[config.mk]
export PLATFORM = sky130hd
export DESIGN_NAME = npc_unit
export DESIGN_NICKNAME = d
export VERILOG_FILES = /design/src/rtl/npc_pkg.sv /design/src/rtl/npc_ras.sv /design/src/rtl/npc_unit.sv
export SDC_FILE = /design/constraint.sdc
export NUM_CORES = 1
export LEC_CHECK = 0
export ABC_AREA = 1
export ABC_CLOCK_PERIOD_IN_PS = 2100
export BUFFER_PORTS_ARGS = -buffer_cell sky130_fd_sc_hd__buf_2
export CAP_MARGIN = 30
export CELL_PAD_IN_SITES_DETAIL_PLACEMENT = 1
export CELL_PAD_IN_SITES_GLOBAL_PLACEMENT = 1
export CORE_ASPECT_RATIO = 1.2
export CORE_MARGIN = 2
export CORE_UTILIZATION = 25
export CTS_CLUSTER_SIZE = 14
export DETAILED_ROUTE_END_ITERATION = 10
export GPL_ROUTABILITY_DRIVEN = 0
export MAX_ROUTING_LAYER = met4
export PLACE_DENSITY_LB_ADDON = 0.25
export SYNTH_ARGS = -nofsm -noshare
export SYNTH_HDL_FRONTEND = slang
export SYNTH_HIERARCHICAL = 1
export SYNTH_SLANG_ARGS = --single-unit
export TNS_END_PERCENT = 5
[constraint.sdc]
create_clock -name clk -period 2.1 [get_ports clk]
set_input_delay 0.525 -clock clk [delete_from_list [all_inputs] [get_ports clk]]
set_output_delay 0.525 -clock clk [all_outputs]
set_load 0.05 [all_outputs]
[src/rtl/npc_pkg.sv]
// Shared constants and types for the next-PC unit.
package npc_pkg;
  localparam int unsigned XLEN_DEF = 32;
  localparam logic [XLEN_DEF-1:0] RESET_PC_DEF = '0;

  localparam int unsigned REDIR_BR   = 0;
  localparam int unsigned REDIR_JALR = 1;
  localparam int unsigned REDIR_JAL  = 2;

  typedef logic [XLEN_DEF-1:0] addr_t;
endpackage

[src/rtl/npc_ras.sv]
// Return-address stack: circular buffer with a top pointer and a saturating count.
// push/pop arrive already qualified; pop is only asserted when count > 0.
module npc_ras
  import npc_pkg::*;
#(
  parameter int unsigned XLEN  = XLEN_DEF,
  parameter int unsigned DEPTH = 4,
  localparam int unsigned PW   = $clog2(DEPTH),
  localparam int unsigned CW   = $clog2(DEPTH) + 1
) (
  input  logic            clk,
  input  logic            rst,
  input  logic            push,
  input  logic [XLEN-1:0] push_addr,
  input  logic            pop,
  output logic [XLEN-1:0] top,
  output logic [CW-1:0]   count
);
  logic [DEPTH-1:0][XLEN-1:0] mem;
  logic [PW-1:0]              top_ptr;
  logic [PW-1:0]              wr_ptr;

  // Push+pop replaces the top in place; a lone push lands above it,
  // which on a full stack is the oldest slot.
  assign wr_ptr = pop ? top_ptr : top_ptr + PW'(1);
  assign top    = mem[top_ptr];

  always_ff @(posedge clk) begin
    if (push) mem[wr_ptr] <= push_addr;
  end

  always_ff @(posedge clk) begin
    if (rst) begin
      top_ptr <= '0;
      count   <= '0;
    end else begin
      case ({push, pop})
        2'b10: begin
          top_ptr <= top_ptr + PW'(1);
          if (count != CW'(DEPTH)) count <= count + CW'(1);
        end
        2'b01: begin
          top_ptr <= top_ptr - PW'(1);
          count   <= count - CW'(1);
        end
        default: ;
      endcase
    end
  end
endmodule

[src/rtl/npc_unit.sv]
// Next-PC unit: prioritised redirects, stall hold, optional RAS prediction, PC+4.
// Define NPC_RAS_EN to build in the return-address stack.
module npc_unit
  import npc_pkg::*;
#(
  parameter int unsigned     XLEN      = XLEN_DEF,
  parameter logic [XLEN-1:0] RESET_PC  = RESET_PC_DEF,
  parameter int unsigned     REDIR_N   = 3,
  parameter int unsigned     RAS_DEPTH = 4,
  localparam int unsigned    CW        = $clog2(RAS_DEPTH) + 1
) (
  input  logic                    clk,
  input  logic                    rst,
  input  logic                    stall,
  input  logic [REDIR_N-1:0]      redir_valid,
  input  logic [REDIR_N*XLEN-1:0] redir_target,
  input  logic                    ras_push,
  input  logic [XLEN-1:0]         ras_push_addr,
  input  logic                    ras_pop,
  output logic [XLEN-1:0]         pc,
  output logic [XLEN-1:0]         pc_plus4,
  output logic [XLEN-1:0]         npc,
  output logic                    ras_hit,
  output logic [CW-1:0]           ras_count
);
  logic            redir_any;
  logic [XLEN-1:0] redir_pc;
  logic [XLEN-1:0] ras_top;

  assign pc_plus4 = pc + XLEN'(4);

  // Descending scan so the lowest asserted channel is the final assignment.
  always_comb begin
    redir_any = 1'b0;
    redir_pc  = '0;
    for (int i = REDIR_N - 1; i >= 0; i--) begin
      if (redir_valid[i]) begin
        redir_any = 1'b1;
        redir_pc  = redir_target[i*XLEN +: XLEN];
      end
    end
  end

`ifdef NPC_RAS_EN
  logic push_q;
  logic pop_q;

  assign push_q  = ras_push && !stall;
  assign pop_q   = ras_pop && !stall && !redir_any && (ras_count != '0);
  assign ras_hit = pop_q;

  npc_ras #(
    .XLEN  (XLEN),
    .DEPTH (RAS_DEPTH)
  ) u_ras (
    .clk       (clk),
    .rst       (rst),
    .push      (push_q),
    .push_addr (ras_push_addr),
    .pop       (pop_q),
    .top       (ras_top),
    .count     (ras_count)
  );
`else
  logic unused_ras;

  assign unused_ras = ^{ras_push, ras_push_addr, ras_pop};
  assign ras_hit    = 1'b0;
  assign ras_count  = '0;
  assign ras_top    = '0;
`endif

  always_comb begin
    if (redir_any)    npc = redir_pc;
    else if (stall)   npc = pc;
    else if (ras_hit) npc = ras_top;
    else              npc = pc_plus4;
  end

  always_ff @(posedge clk) begin
    if (rst) pc <= RESET_PC;
    else     pc <= npc;
  end
endmodule

==> flow_summary_export.csv <==
group,metric,value,unit
synth,synthArstFlopShare,0,%
worst_setup_path,crit_buf_inv,4,
worst_setup_path,arrival,2.00,ns
worst_setup_path,worstSetupEndpoint,"npc[11]",
worst_setup_path,cp.depth,11,
worst_setup_path,worstPathCellList,"buf_12, clkinvlp_4, nor2_4, nand2_4, nor2_4, xor2_4, nand2_1, nand2_1, nand2_2, clkinvlp_4, buf_8",
worst_setup_path,cp-startpoint,"pc[2]",
drt,routed_wl,15800,µm
synth,avgSynthCellArea,5.65,µm²
synth,synth_cell_types,31,
clock_tree,cts_buffer_depth,2,
hold_path,hold_depth,2,
synth,yosys_warnings,6,
pwr,max-vdd-ir-drop,0.298,mV
timing,finalSetupViolCount,56,
flow_run,cap_violations,0,
synth,synth_flop_cell,"dfxtp_1",
floorplanning,start_util,25.6,%
clock_tree,numCtsBuffers,5,
layout,layout.nets,975,
timing,max_clock_freq,396,MHz
floorplanning,die_h,126,µm
placement,place_inst,986,
worst_setup_path,r2r-start,"pc[2]",
drt,firstDrtPassIters,4,
drt,drt_iter0_drc,121,
floorplanning,io_pins,236,
grt,grt_pass1_wl,25300,µm
worst_setup_path,slowest_delay,0.37,ns
clock_tree,cts.sinks,32,
grt,grt_max_degree,33,
clock_tree,cts-root-buf,"clkbuf_16",
layout,nFillCells,1575,
layout,diodes,0,
drt,wl_per_cell,15.9,µm
synth,yosys_register_bits,32,
timing,finClkSkew,0.00613,ns
run_status,status,"finished with violations",
floorplanning,core,12100,µm²
drt,viasPerCell,4.77,
worst_setup_path,cp_slowest_cell,"dfxtp_4",
timing,hold_slack,0.528,ns
floorplanning,die_area,13300,µm²
layout,drive_gt1_share,49.8,%
clock_tree,insertion_delay,0.29,ns
hold_path,hold_class,"flop to flop",
pwr,finalPower,0.00314,W
placement,port_buffers,197,
layout,top_register,"pc",
worst_setup_path,crit_type,"flop to output pin",
pwr,p_leak,3.01,nW
worst_setup_path,start_kind,"flop",
timing,worst_slew_pin_slew,0.757,ns
layout,areaGrowthSynthToFinish,91.7,%
layout,largest_reg_flops,32,
clock_tree,path_clk_slew,0.06,ns
timing,fin_ws,-0.423,ns
synth,synth_edf_count,0,
layout,reg_top3,"pc (32)",
placement,dpl_worst_slack,-0.283,ns
clock_tree,ctsHoldBuffers,0,
worst_setup_path,cp_max_fo,5,
timing,period_needed,2.52,ns
timing,rsz0062_at_grt,"true",
synth,syn_area,3090,µm²
worst_setup_path,cpLargestDelayFamily,"simple AND/OR/NAND/NOR gates",
pwr,power_density,530,nW/µm²
run_status,violations,"setup timing",
timing,timing.final.hold_violations,0,
clock_tree,cts-htree-levels,2,
floorplanning,row_count,44,
synth,seq_area_frac_synth,20.7,%
worst_setup_path,end_kind,"output pin",
drt,ant_nets,0,
drt,num_vias,4762,
grt,antenna_found_initial,0,
worst_setup_path,r2r-end,"pc[11]",
worst_setup_path,r2r_cells,11,
layout,stdcell_count,999,
layout,most-common-layout-cells,"nand2_1, buf_2, buf_4",
clock_tree,cts_tree,"built",
timing,fin_crit_sh,120,%
drt,route.detailed.drc,0,
placement,detailed_place_hpwl,12400,µm
layout,layout_commonest_cell,"nand2_1",
timing,drv_slew,0,
timing,slew_headroom,49.5,%
grt,grt_usage,24.4,%
floorplanning,die_w,105,µm
worst_setup_path,required,1.57,ns
grt,grt_pass1_vias,5230,
grt,grt-ovfl-total,0,
worst_setup_path,ff2ff_setup_slack,0.33,ns
synth,syn_inst,547,
## worst min-delay path: stages (launching register included)
cell	delay, ns
dfxtp_1	0.32
nand2_1	0.09
a21oi_1	0.06
## report_power, final
| group | internal [W] | leakage (nW) | switching, W | total (W) |
|---|---|---|---|---|
| sequential | 0.000660 | 0.271 | 0.0000533 | 0.000713 |
| clock | 0.000431 | 0.0667 | 0.000291 | 0.000722 |
| combinational | 0.000631 | 2.67 | 0.00108 | 0.00171 |
## how the worst min path moves through the flow
stage / from / end
CTS: pc[0] / pc[0]
floorplan: rst / pc[2]
global route: redir_target[1] / pc[1]
global placement: pc[0] / pc[0]
detailed placement: pc[0] / pc[0]
finish: pc[0] / pc[0]
## cell usage after synthesis (2+ instances only)
cell | instances | area, µm²
nand3_1 | 31 | 155
o21ai_0 | 24 | 120
buf_6 | 2 | 22.5
nand2_2 | 4 | 25.0
clkbuf_1 | 18 | 67.6
nor2_4 | 9 | 101
nor2_1 | 42 | 158
nand2_1 | 212 | 796
buf_2 | 6 | 30.0
o211ai_1 | 2 | 15.0
or2_2 | 3 | 18.8
buf_4 | 6 | 45.0
dfxtp_1 | 32 | 641
nor2_2 | 5 | 31.3
inv_1 | 39 | 146
o21ai_1 | 2 | 10.0
xor2_2 | 5 | 81.3
and2_1 | 2 | 12.5
inv_2 | 4 | 15.0
xnor2_1 | 3 | 26.3
a22o_1 | 13 | 114
a21oi_1 | 70 | 350
a31oi_1 | 2 | 12.5
xor2_1 | 4 | 35.0
## layer usage
layer  GRT usage, %  vias to the layer above  wire length, µm
met2           46.2                      147             8650
met3           2.95                       36              681
met5              -                        -                0
met4           9.52                        0              544
met1           25.4                     2259             5970
li1               -                     2320                -
## metrics by stage
stage / utilization [%] / area (µm²) / setup TNS, ns
6_report: 49.1 / 5930 / -13.76
5_1_grt: 49.1 / 5930 / -18.89
4_1_cts: 47.9 / 5780 / -15.53
3_5_place_dp: 42.9 / 5170 / -8.02
3_3_place_gp: 42.9 / 5170 / -6.52
2_1_floorplan: - / 3260 / -12.14
## cell type report
cell class / count / area (µm²) / share of cell area (%)
multi-input cells: 442 / 2420 / 40.9
repair buffers: 313 / 2310 / 39.1
flip-flops and latches: 32 / 664 / 11.2
well taps: 161 / 201 / 3.40
inverters: 44 / 190 / 3.21
clock buffers: 6 / 129 / 2.17
clock inverters: 1 / 5.00 / 0.0845
## cell families (layout without fill, tap and decap cells)
group	after synthesis	after routing	share of synthesized area (%)
AND/OR/NAND/NOR	312	312	43.3
buffers and inverters	76	364	10.7
other	1	4	0.121
XOR/XNOR	12	12	4.62
adder cells (fa/ha/maj)	1	1	0.405
flip-flops	32	32	20.7
AO/OA/AOI/OAI	113	113	20.1
## repair_timing
action / in CTS / in global routing
gates resized for setup: 143 / 40
pin swaps: 21 / 19
setup buffers: 4 / 2
endpoints found under the setup margin: 58 / 59
(Power assumes the default switching activity.)
